### src/rtl/cdb_arbiter.sv
// Common data bus producer: per-source result FIFOs and a two-slot round-robin broadcaster.
// Define CDB_BYPASS_EN to let an empty source's incoming result bypass its FIFO.

module cdb_src_fifo #(
  parameter int DEPTH  = 2,
  parameter int TAG_W  = 8,
  parameter int DATA_W = 32,
  parameter int CNT_W  = $clog2(DEPTH) + 1
) (
  input  logic              clk,
  input  logic              reset,
  input  logic              i_clr,
  input  logic              i_push,
  input  logic [TAG_W-1:0]  i_tag,
  input  logic [DATA_W-1:0] i_value,
  input  logic              i_pop,
  output logic [CNT_W-1:0]  o_count,
  output logic [TAG_W-1:0]  o_tag,
  output logic [DATA_W-1:0] o_value
);
  localparam int PTR_W = (DEPTH > 1) ? $clog2(DEPTH) : 1;

  logic [TAG_W-1:0]  r_tag [DEPTH];
  logic [DATA_W-1:0] r_val [DEPTH];
  logic [PTR_W-1:0]  r_rd, r_wr;
  logic [CNT_W-1:0]  r_cnt;

  // Pointers wrap naturally since DEPTH is a power of two; count disambiguates full/empty.
  always_ff @(posedge clk) begin
    if (reset || i_clr) begin
      r_rd  <= '0;
      r_wr  <= '0;
      r_cnt <= '0;
    end else begin
      if (i_push) r_wr <= r_wr + PTR_W'(1);
      if (i_pop)  r_rd <= r_rd + PTR_W'(1);
      r_cnt <= r_cnt + CNT_W'(i_push) - CNT_W'(i_pop);
    end
  end

  always_ff @(posedge clk) begin
    if (i_push && !reset && !i_clr) begin
      r_tag[r_wr] <= i_tag;
      r_val[r_wr] <= i_value;
    end
  end

  assign o_count = r_cnt;
  assign o_tag   = r_tag[r_rd];
  assign o_value = r_val[r_rd];
endmodule

module cdb_arbiter #(
  parameter int NUM_SRC    = 4,
  parameter int FIFO_DEPTH = 2,
  parameter int TAG_W      = 8,
  parameter int DATA_W     = 32
) (
  input  logic                                clk,
  input  logic                                reset,
  input  logic                                flush,
  input  logic [NUM_SRC-1:0]                  req_valid,
  input  logic [NUM_SRC*TAG_W-1:0]            req_tag,
  input  logic [NUM_SRC*DATA_W-1:0]           req_value,
  output logic [NUM_SRC-1:0]                  req_ready,
  output logic [TAG_W-1:0]                    cdb1_tag,
  output logic [DATA_W-1:0]                   cdb1_value,
  output logic [TAG_W-1:0]                    cdb2_tag,
  output logic [DATA_W-1:0]                   cdb2_value,
  output logic [NUM_SRC+$clog2(FIFO_DEPTH):0] pending
);
  localparam int CNT_W  = $clog2(FIFO_DEPTH) + 1;
  localparam int IDX_W  = (NUM_SRC > 1) ? $clog2(NUM_SRC) : 1;
  localparam int PEND_W = NUM_SRC + $clog2(FIFO_DEPTH) + 1;

  logic [NUM_SRC-1:0][CNT_W-1:0]  w_cnt;
  logic [NUM_SRC-1:0][TAG_W-1:0]  w_head_tag, w_src_tag;
  logic [NUM_SRC-1:0][DATA_W-1:0] w_head_val, w_src_val;
  logic [NUM_SRC-1:0]             w_nonempty, w_byp, w_cand, w_grant, w_push, w_pop;
  logic [IDX_W-1:0]               w_ga, w_gb;
  logic                           w_ga_v, w_gb_v;
  logic [PEND_W-1:0]              w_pend;

  logic [IDX_W-1:0]  r_rr;
  logic [TAG_W-1:0]  r_cdb1_tag, r_cdb2_tag;
  logic [DATA_W-1:0] r_cdb1_val, r_cdb2_val;

  for (genvar gi = 0; gi < NUM_SRC; gi++) begin : g_src
    logic [TAG_W-1:0]  w_req_tag;
    logic [DATA_W-1:0] w_req_val;
    assign w_req_tag = req_tag[gi*TAG_W +: TAG_W];
    assign w_req_val = req_value[gi*DATA_W +: DATA_W];

    assign w_nonempty[gi] = (w_cnt[gi] != '0);
    assign req_ready[gi]  = (w_cnt[gi] < CNT_W'(FIFO_DEPTH));
`ifdef CDB_BYPASS_EN
    assign w_byp[gi] = !w_nonempty[gi] && req_valid[gi] && (w_req_tag != '0);
`else
    assign w_byp[gi] = 1'b0;
`endif
    assign w_cand[gi]    = w_nonempty[gi] | w_byp[gi];
    assign w_src_tag[gi] = w_nonempty[gi] ? w_head_tag[gi] : w_req_tag;
    assign w_src_val[gi] = w_nonempty[gi] ? w_head_val[gi] : w_req_val;
    assign w_grant[gi]   = (w_ga_v && (w_ga == IDX_W'(gi))) || (w_gb_v && (w_gb == IDX_W'(gi)));
    assign w_pop[gi]     = w_grant[gi] && w_nonempty[gi] && !flush;
    // Tag 0 is handshaked but dropped; a granted bypass never lands in the FIFO.
    assign w_push[gi]    = req_valid[gi] && req_ready[gi] && (w_req_tag != '0) && !flush
                           && !(w_grant[gi] && w_byp[gi]);

    cdb_src_fifo #(.DEPTH(FIFO_DEPTH), .TAG_W(TAG_W), .DATA_W(DATA_W), .CNT_W(CNT_W)) u_fifo (
      .clk     (clk),
      .reset   (reset),
      .i_clr   (flush),
      .i_push  (w_push[gi]),
      .i_tag   (w_req_tag),
      .i_value (w_req_val),
      .i_pop   (w_pop[gi]),
      .o_count (w_cnt[gi]),
      .o_tag   (w_head_tag[gi]),
      .o_value (w_head_val[gi])
    );
  end

  // First two distinct candidates scanning from r_rr with wrap.
  always_comb begin
    int               j;
    logic [IDX_W-1:0] idx;
    w_ga_v = 1'b0;
    w_gb_v = 1'b0;
    w_ga   = '0;
    w_gb   = '0;
    j      = 0;
    idx    = '0;
    for (int k = 0; k < NUM_SRC; k++) begin
      j = int'(r_rr) + k;
      if (j >= NUM_SRC) j = j - NUM_SRC;
      idx = IDX_W'(j);
      if (w_cand[idx]) begin
        if (!w_ga_v) begin
          w_ga_v = 1'b1;
          w_ga   = idx;
        end else if (!w_gb_v) begin
          w_gb_v = 1'b1;
          w_gb   = idx;
        end
      end
    end
  end

  function automatic logic [IDX_W-1:0] rr_next(input logic [IDX_W-1:0] i);
    return (int'(i) == NUM_SRC - 1) ? '0 : i + IDX_W'(1);
  endfunction

  always_ff @(posedge clk) begin
    if (reset || flush) begin
      r_rr       <= '0;
      r_cdb1_tag <= '0;
      r_cdb1_val <= '0;
      r_cdb2_tag <= '0;
      r_cdb2_val <= '0;
    end else begin
      r_cdb1_tag <= w_ga_v ? w_src_tag[w_ga] : '0;
      r_cdb1_val <= w_ga_v ? w_src_val[w_ga] : '0;
      r_cdb2_tag <= w_gb_v ? w_src_tag[w_gb] : '0;
      r_cdb2_val <= w_gb_v ? w_src_val[w_gb] : '0;
      if (w_gb_v)      r_rr <= rr_next(w_gb);
      else if (w_ga_v) r_rr <= rr_next(w_ga);
    end
  end

  always_comb begin
    w_pend = '0;
    for (int k = 0; k < NUM_SRC; k++) w_pend = w_pend + PEND_W'(w_cnt[k]);
  end

  assign pending    = w_pend;
  assign cdb1_tag   = r_cdb1_tag;
  assign cdb1_value = r_cdb1_val;
  assign cdb2_tag   = r_cdb2_tag;
  assign cdb2_value = r_cdb2_val;
endmodule

### config.mk
export PLATFORM = sky130hd
export DESIGN_NAME = cdb_arbiter
export DESIGN_NICKNAME = d
export VERILOG_FILES = /design/src/rtl/cdb_arbiter.sv
export SDC_FILE = /design/constraint.sdc
export NUM_CORES = 1
export LEC_CHECK = 0
export CAP_MARGIN = 20
export CORE_ASPECT_RATIO = 1.1
export CORE_MARGIN = 3
export CORE_UTILIZATION = 25
export CTS_BUF_LIST = sky130_fd_sc_hd__clkbuf_16
export DETAILED_ROUTE_END_ITERATION = 8
export PLACE_DENSITY = 0.53
export SLEW_MARGIN = 20
export SYNTH_ARGS = -nofsm -noshare
export SYNTH_HDL_FRONTEND = slang
export SYNTH_HIERARCHICAL = 1
export SYNTH_SLANG_ARGS = --single-unit
### constraint.sdc
create_clock -name clk -period 6.4 [get_ports clk]
set_input_delay 1.28 -clock clk [delete_from_list [all_inputs] [get_ports clk]]
set_output_delay 1.28 -clock clk [all_outputs]
set_load 0.005 [all_outputs]
* Yosys cells after proc, flatten, opt, wreduce, memory -nomap -nowiden
Memory sizes are Yosys's and may differ from the RTL's. A register that Yosys moved wholly into a read port is not among the register bits.
Index checks and enable logic that the tools add are counted.
** Cells by class
- Multiplexer cells :: 81
- $lt $le $gt $ge :: 14
- Equal/unequal tests :: 8
- Add/subtract/negate cells :: 28
- Bitwise logic cells :: 2
- Reduce and logical (&&, ||, !) cells :: 56
** Operators with widths (number)
- $mux 32 :: 6
- $bmux 32 s2 :: 2
- $mux 8 :: 6
- $mux 2 :: 23
- $mux 1 :: 38
- $logic_and 1x1->1 :: 36
- $bmux 8 s2 :: 2
- $reduce_bool 8->1 :: 4
- $lt 2x3->1 const B :: 6
- $reduce_bool 2->1 :: 5
- $ge 3x3->1 const B :: 3
- $add 1x1->1 const B :: 8
- $add 2x1->2 :: 4
- $bmux 1 s2 :: 4
- $eq 2x1->1 const B :: 4
- $eq 2x2->1 const B :: 4
- $lt 2x2->1 const B :: 4
- $sub 2x1->2 :: 4
- $sub 2x1->2 const B :: 4
- $add 2x2->3 const B :: 2
- $add 4x2->5 :: 1
- $logic_or 1x1->1 :: 5
- $add 2x1->2 const B :: 2
- $add 3x2->4 :: 1
- 7 further kinds :: 11
** Storage, ports and cells
- Input port bits :: 167
- Output and inout bits :: 90
- Logic and storage cells :: 214
- Flip-flop bits (word level) :: 98
- Bits in writable memories :: 320
- Memories :: 8
** Memory list
- g_src[0].u_fifo.r_val :: depth 2, bits a word 32, rd ports 1, clocked after Yosys merged registers in 1, wr ports 1, line 24 : logic [DATA_W-1:0] r_val [DEPTH];
- g_src[1].u_fifo.r_val :: depth 2, bits a word 32, rd ports 1, clocked after Yosys merged registers in 1, wr ports 1, line 24
- g_src[2].u_fifo.r_val :: depth 2, bits a word 32, rd ports 1, clocked after Yosys merged registers in 1, wr ports 1, line 24
- g_src[3].u_fifo.r_val :: depth 2, bits a word 32, rd ports 1, clocked after Yosys merged registers in 1, wr ports 1, line 24
- g_src[0].u_fifo.r_tag :: depth 2, bits a word 8, rd ports 1, clocked after Yosys merged registers in 1, wr ports 1, line 23 : logic [TAG_W-1:0] r_tag [DEPTH];
- g_src[1].u_fifo.r_tag :: depth 2, bits a word 8, rd ports 1, clocked after Yosys merged registers in 1, wr ports 1, line 23
- +2 memories

* Logic depth before layout (Yosys ltp)
- Depth after elaboration :: 20
- Depth in mapped cells :: 24
- Gate-level depth less buffers :: 19

* Hierarchy
Netlist, hierarchy kept.
** Modules (own cells, without submodules)
- cdb_src_fifo :: sequential area each 2502.4 µm², cells each 144, times used 4, area each 3115.5 µm²
- cdb_arbiter :: sequential area each 1641.6 µm², cells each 1008, times used 1, area each 8399.3 µm²

* Worst setup path after synthesis
Ideal clock, no wire load.
- Path type :: input to register
- From :: input port flush
- To :: memory g_src[0].u_fifo.r_tag[0][0], enable pin
- Cell stages on the path :: 4
- Path slack :: -0.122 ns
- Arrival :: 5.969 ns
- Setup time :: 0.553 ns
- Data required time :: 5.847 ns
- Buffers on the path :: 0
- Cells stage by stage :: inv_1 nand3_1 a21oi_1 nor4b_1
** Between the ends
- Longest elaborated chain between the ends :: 6
** RTL lines
- start, declared :: line 61 : input logic flush,
- $logic_not 1->1 :: line 107 : assign w_push[gi] = req_valid[gi] && req_ready[gi] && (w_req_tag != '0) && !flush
- $logic_and 1x1->1 :: line 107
- via w_push[0] :: line 79 : logic [NUM_SRC-1:0] w_nonempty, w_byp, w_cand, w_grant, w_push, w_pop;
- $logic_and 1x1->1 (2 in series) :: line 42 : if (i_push && !reset && !i_clr) begin
- $mux 1 :: line 42
- $mux 1 (implied by the code) :: line 43 : r_tag[r_wr] <= i_tag;
- end, declared :: line 23
The timed path passes the listed nets, and every way through them passes these cells.

* Worst setup path in the final report
- From :: register g_src[1].u_fifo.r_cnt[1]
- To :: output port pending[2]
** Between the ends
- Longest elaborated chain between the ends :: 3
** RTL lines
- start, declared :: line 26 : logic [CNT_W-1:0] r_cnt;
- start signal, assigned :: line 37 : r_cnt <= r_cnt + CNT_W'(i_push) - CNT_W'(i_pop);
- $add 2x2->3 :: line 173 : for (int k = 0; k < NUM_SRC; k++) w_pend = w_pend + PEND_W'(w_cnt[k]);
- $add 3x2->4 :: line 173
- $add 4x2->5 :: line 173
- end, declared :: line 70 : output logic [NUM_SRC+$clog2(FIFO_DEPTH):0] pending
No other way between the ends.

==> reports/metrics.cfg <==
[run_status]
status = finished clean

[place]
gp_congestion = 0.867
dp_hpwl_um = 50300
portBuffers = 254

[grt]
top_usage_layer = met2
grt_pass1_wl_um = 102000
first_global_vias = 14700
met2_usage_pct = 29.3
grt_max_degree = 81
met3_usage_pct = 2.20
track_usage_pct = 15.9
grtUsageMet1_pct = 19.6
grt.overflow.total = 0
antenna_found_initial = 2

[sta]
rsz0062_at_grt = false
tightest_slew_ps = 1000
fin_skew_ps = 26.1
hold_violations = 0
finalSetupViolCount = 0
slew_headroom_pct = 33.2
period_share_pct = 76.1
fin_crit_ps = 4870
fmax_mhz = 205
drv_slew = 0
setup_tns_ps = 0

[setup_path]
criticalPathCategory = flop to primary output
worstSetupEndpointType = primary output
cp.arrival_ps = 3590
r2r_cells = 18
crit_fanout = 11
crit_required_ps = 5120
cp-start-kind = flop

[clock_tree]
cts_hold_buffers = 0
cts_setup_buffers = 0
cts-root-buf = clkbuf_16
cts_resized = 0
clkSinkCount = 422
clock_path_buffers = 3
cts_made_buffers = 50
htreeDepth = 2
cts_tree = yes
cts.clk_slew.worst_paths_ps = 60
clkLatencyLatePin_ps = 610

[synth]
ys_types = 65
yosysSeqAreaShare_pct = 55.9
postSynthCellCount = 1584
yosysWarningCount = 6
synth_edf_count = 320
syn_area_sq_um = 20900
synth_area_per_cell_sq_um = 13.2
ys_async_sr_fraction_pct = 0
synthFlopType = edfxtp_1
ys_seq_elements = 422

[die]
die_x_um = 281
core_sq_um = 82300
fp-row-count = 110
io_pins = 257
die_area_sq_um = 87000
initial_core_util_pct = 25.3
die_y_um = 309

[detailed_routing]
drc = 0
wl_per_cell_um = 24.6
via_per_inst = 5.00
dr.first_iter.drc_count = 1158
totalWireLength_um = 71000
dr.pass1.iters = 5
vias = 14400
ant_nets = 0

[power]
leakage_nw = 9.20
peakVddDrop_mv = 0.202
powerDensity_nw_per_um2 = 256

[finish]
diodes = 0
syn_to_final_growth_pct = 24.7
drive_above_1_share_pct = 20.7
regArea_sq_um = 11700
multiInputGateArea_sq_um = 8580
postLayoutCoreUtil_pct = 31.6
fillers = 8185
final_nets = 1971

[worst_hold_path]
hold_path_depth = 2
hold_path_class = flop to flop

[job]
cap_violations = 0

==> path summary, 6_finish.rpt <==
check,endpoint,start,slack (ps)
setup / recovery,pending[2],g_src[1].u_fifo/o_count[1],1530
hold / removal,flop,g_src[0].u_fifo/r_rd,550
setup reg to reg,g_src[2].u_fifo/o_count[1],r_rr[1],1550
hold reg to reg,flop,g_src[0].u_fifo/r_rd,550
==> logic make-up after synthesis <==
logic type,share of synthesized area [%]
and+or+nand+nor,9.93
buffers and inverters,3.99
AOI/OAI and AO/OA,7.55
adders and majority gates,1.40
DFF,55.9
xor gates and xnor gates,0.768
muxes,20.5
other,0.0180
==> Yosys cell counts (27+ instances only) <==
cell type	n	area, sq um
mux2i_1	202	2020
o32ai_1	40	350
nand2_1	47	176
clkbuf_1	75	282
dfxtp_1	102	2040
nor3_1	68	340
nand2b_1	42	263
o211ai_1	43	323
nor3b_1	40	300
edfxtp_1	320	9610
o21ai_2	38	333
o21ai_0	44	220
nand4_1	82	513
mux2_2	200	2250
buf_2	27	135
==> sequential cells by signal, summed over array words and instances, names as in the netlist, named ones only <==
name	count
cdb1_tag	8
cdb1_value	32
cdb2_tag	8
cdb2_value	32
g_src.u_fifo/o_count	8
g_src.u_fifo/r_rd	4
g_src.u_fifo/r_tag	64
g_src.u_fifo/r_val	256
g_src.u_fifo/r_wr	4
r_rr	2
==> metrics by stage <==
step / power [mW] / hold WS (ps) / cell area, sq um / instances / setup WS, ps
after floorplan: 3.55 / 518 / 20900 / 1585 / 1790
after global placement: 3.91 / 540 / 24400 / 2795 / 1670
after detailed placement: 3.92 / 532 / 24400 / 2795 / 1580
after CTS: 6.73 / 551 / 26000 / 2889 / 1460
after global routing: 6.90 / 576 / 26000 / 2889 / 1100
final: 6.65 / 548 / 26000 / 2889 / 1530
==> where the power goes <==
group          switching [mW]  internal, mW
Sequential             0.0352          2.99
Combinational           0.519         0.323
Clock                    1.15          1.63
Total                    1.70          4.94
==> cell type report <==
type	instances	share of cell area [%]
clock buffer	52	5.00
clock inverter	42	1.18
inverter	18	0.260
multi-input combinational	1009	33.0
sequential	422	44.9
tap	1064	5.12
timing repair buffer	282	10.6
==> placed cells by master, fill, tap and decap left out, types with 5 or more instances in the layout <==
master and instances:
xnor2_1 8, nor2_4 5, edfxtp_1 320, nor3b_1 40, o211ai_1 43, buf_4 28
nor4_1 15, nand3_1 11, ha_1 17, clkbuf_16 52, nor3_1 68, a21oi_1 15
dfxtp_1 98, clkinv_1 8, clkdlybuf4s50_1 254, inv_1 27, o21ai_0 44, o21ai_2 40
clkinv_2 15, nand4_1 82, o32ai_1 40, mux2i_1 202, nand2_1 46, mux2_2 200
nand2b_1 42, nor2_1 13
==> layer usage <==
metal | part of all wire (%) | wire length, um | vias up
li1 | - | - | 6571
met1 | 40 | 28400 | 7270
met2 | 53 | 37400 | 510
met3 | 5.4 | 3820 | 95
met4 | 2.0 | 1420 | 0
met5 | 0 | 0 | -
==> worst max-delay path, cell delays in order (launching register included) <==
cell and delay, ps:
dfxtp_1 680, fa_1 550, fa_1 470, ha_1 230, fa_1 540, clkdlybuf4s50_1 530
Note: power is estimated with default switching activity, not from simulation.
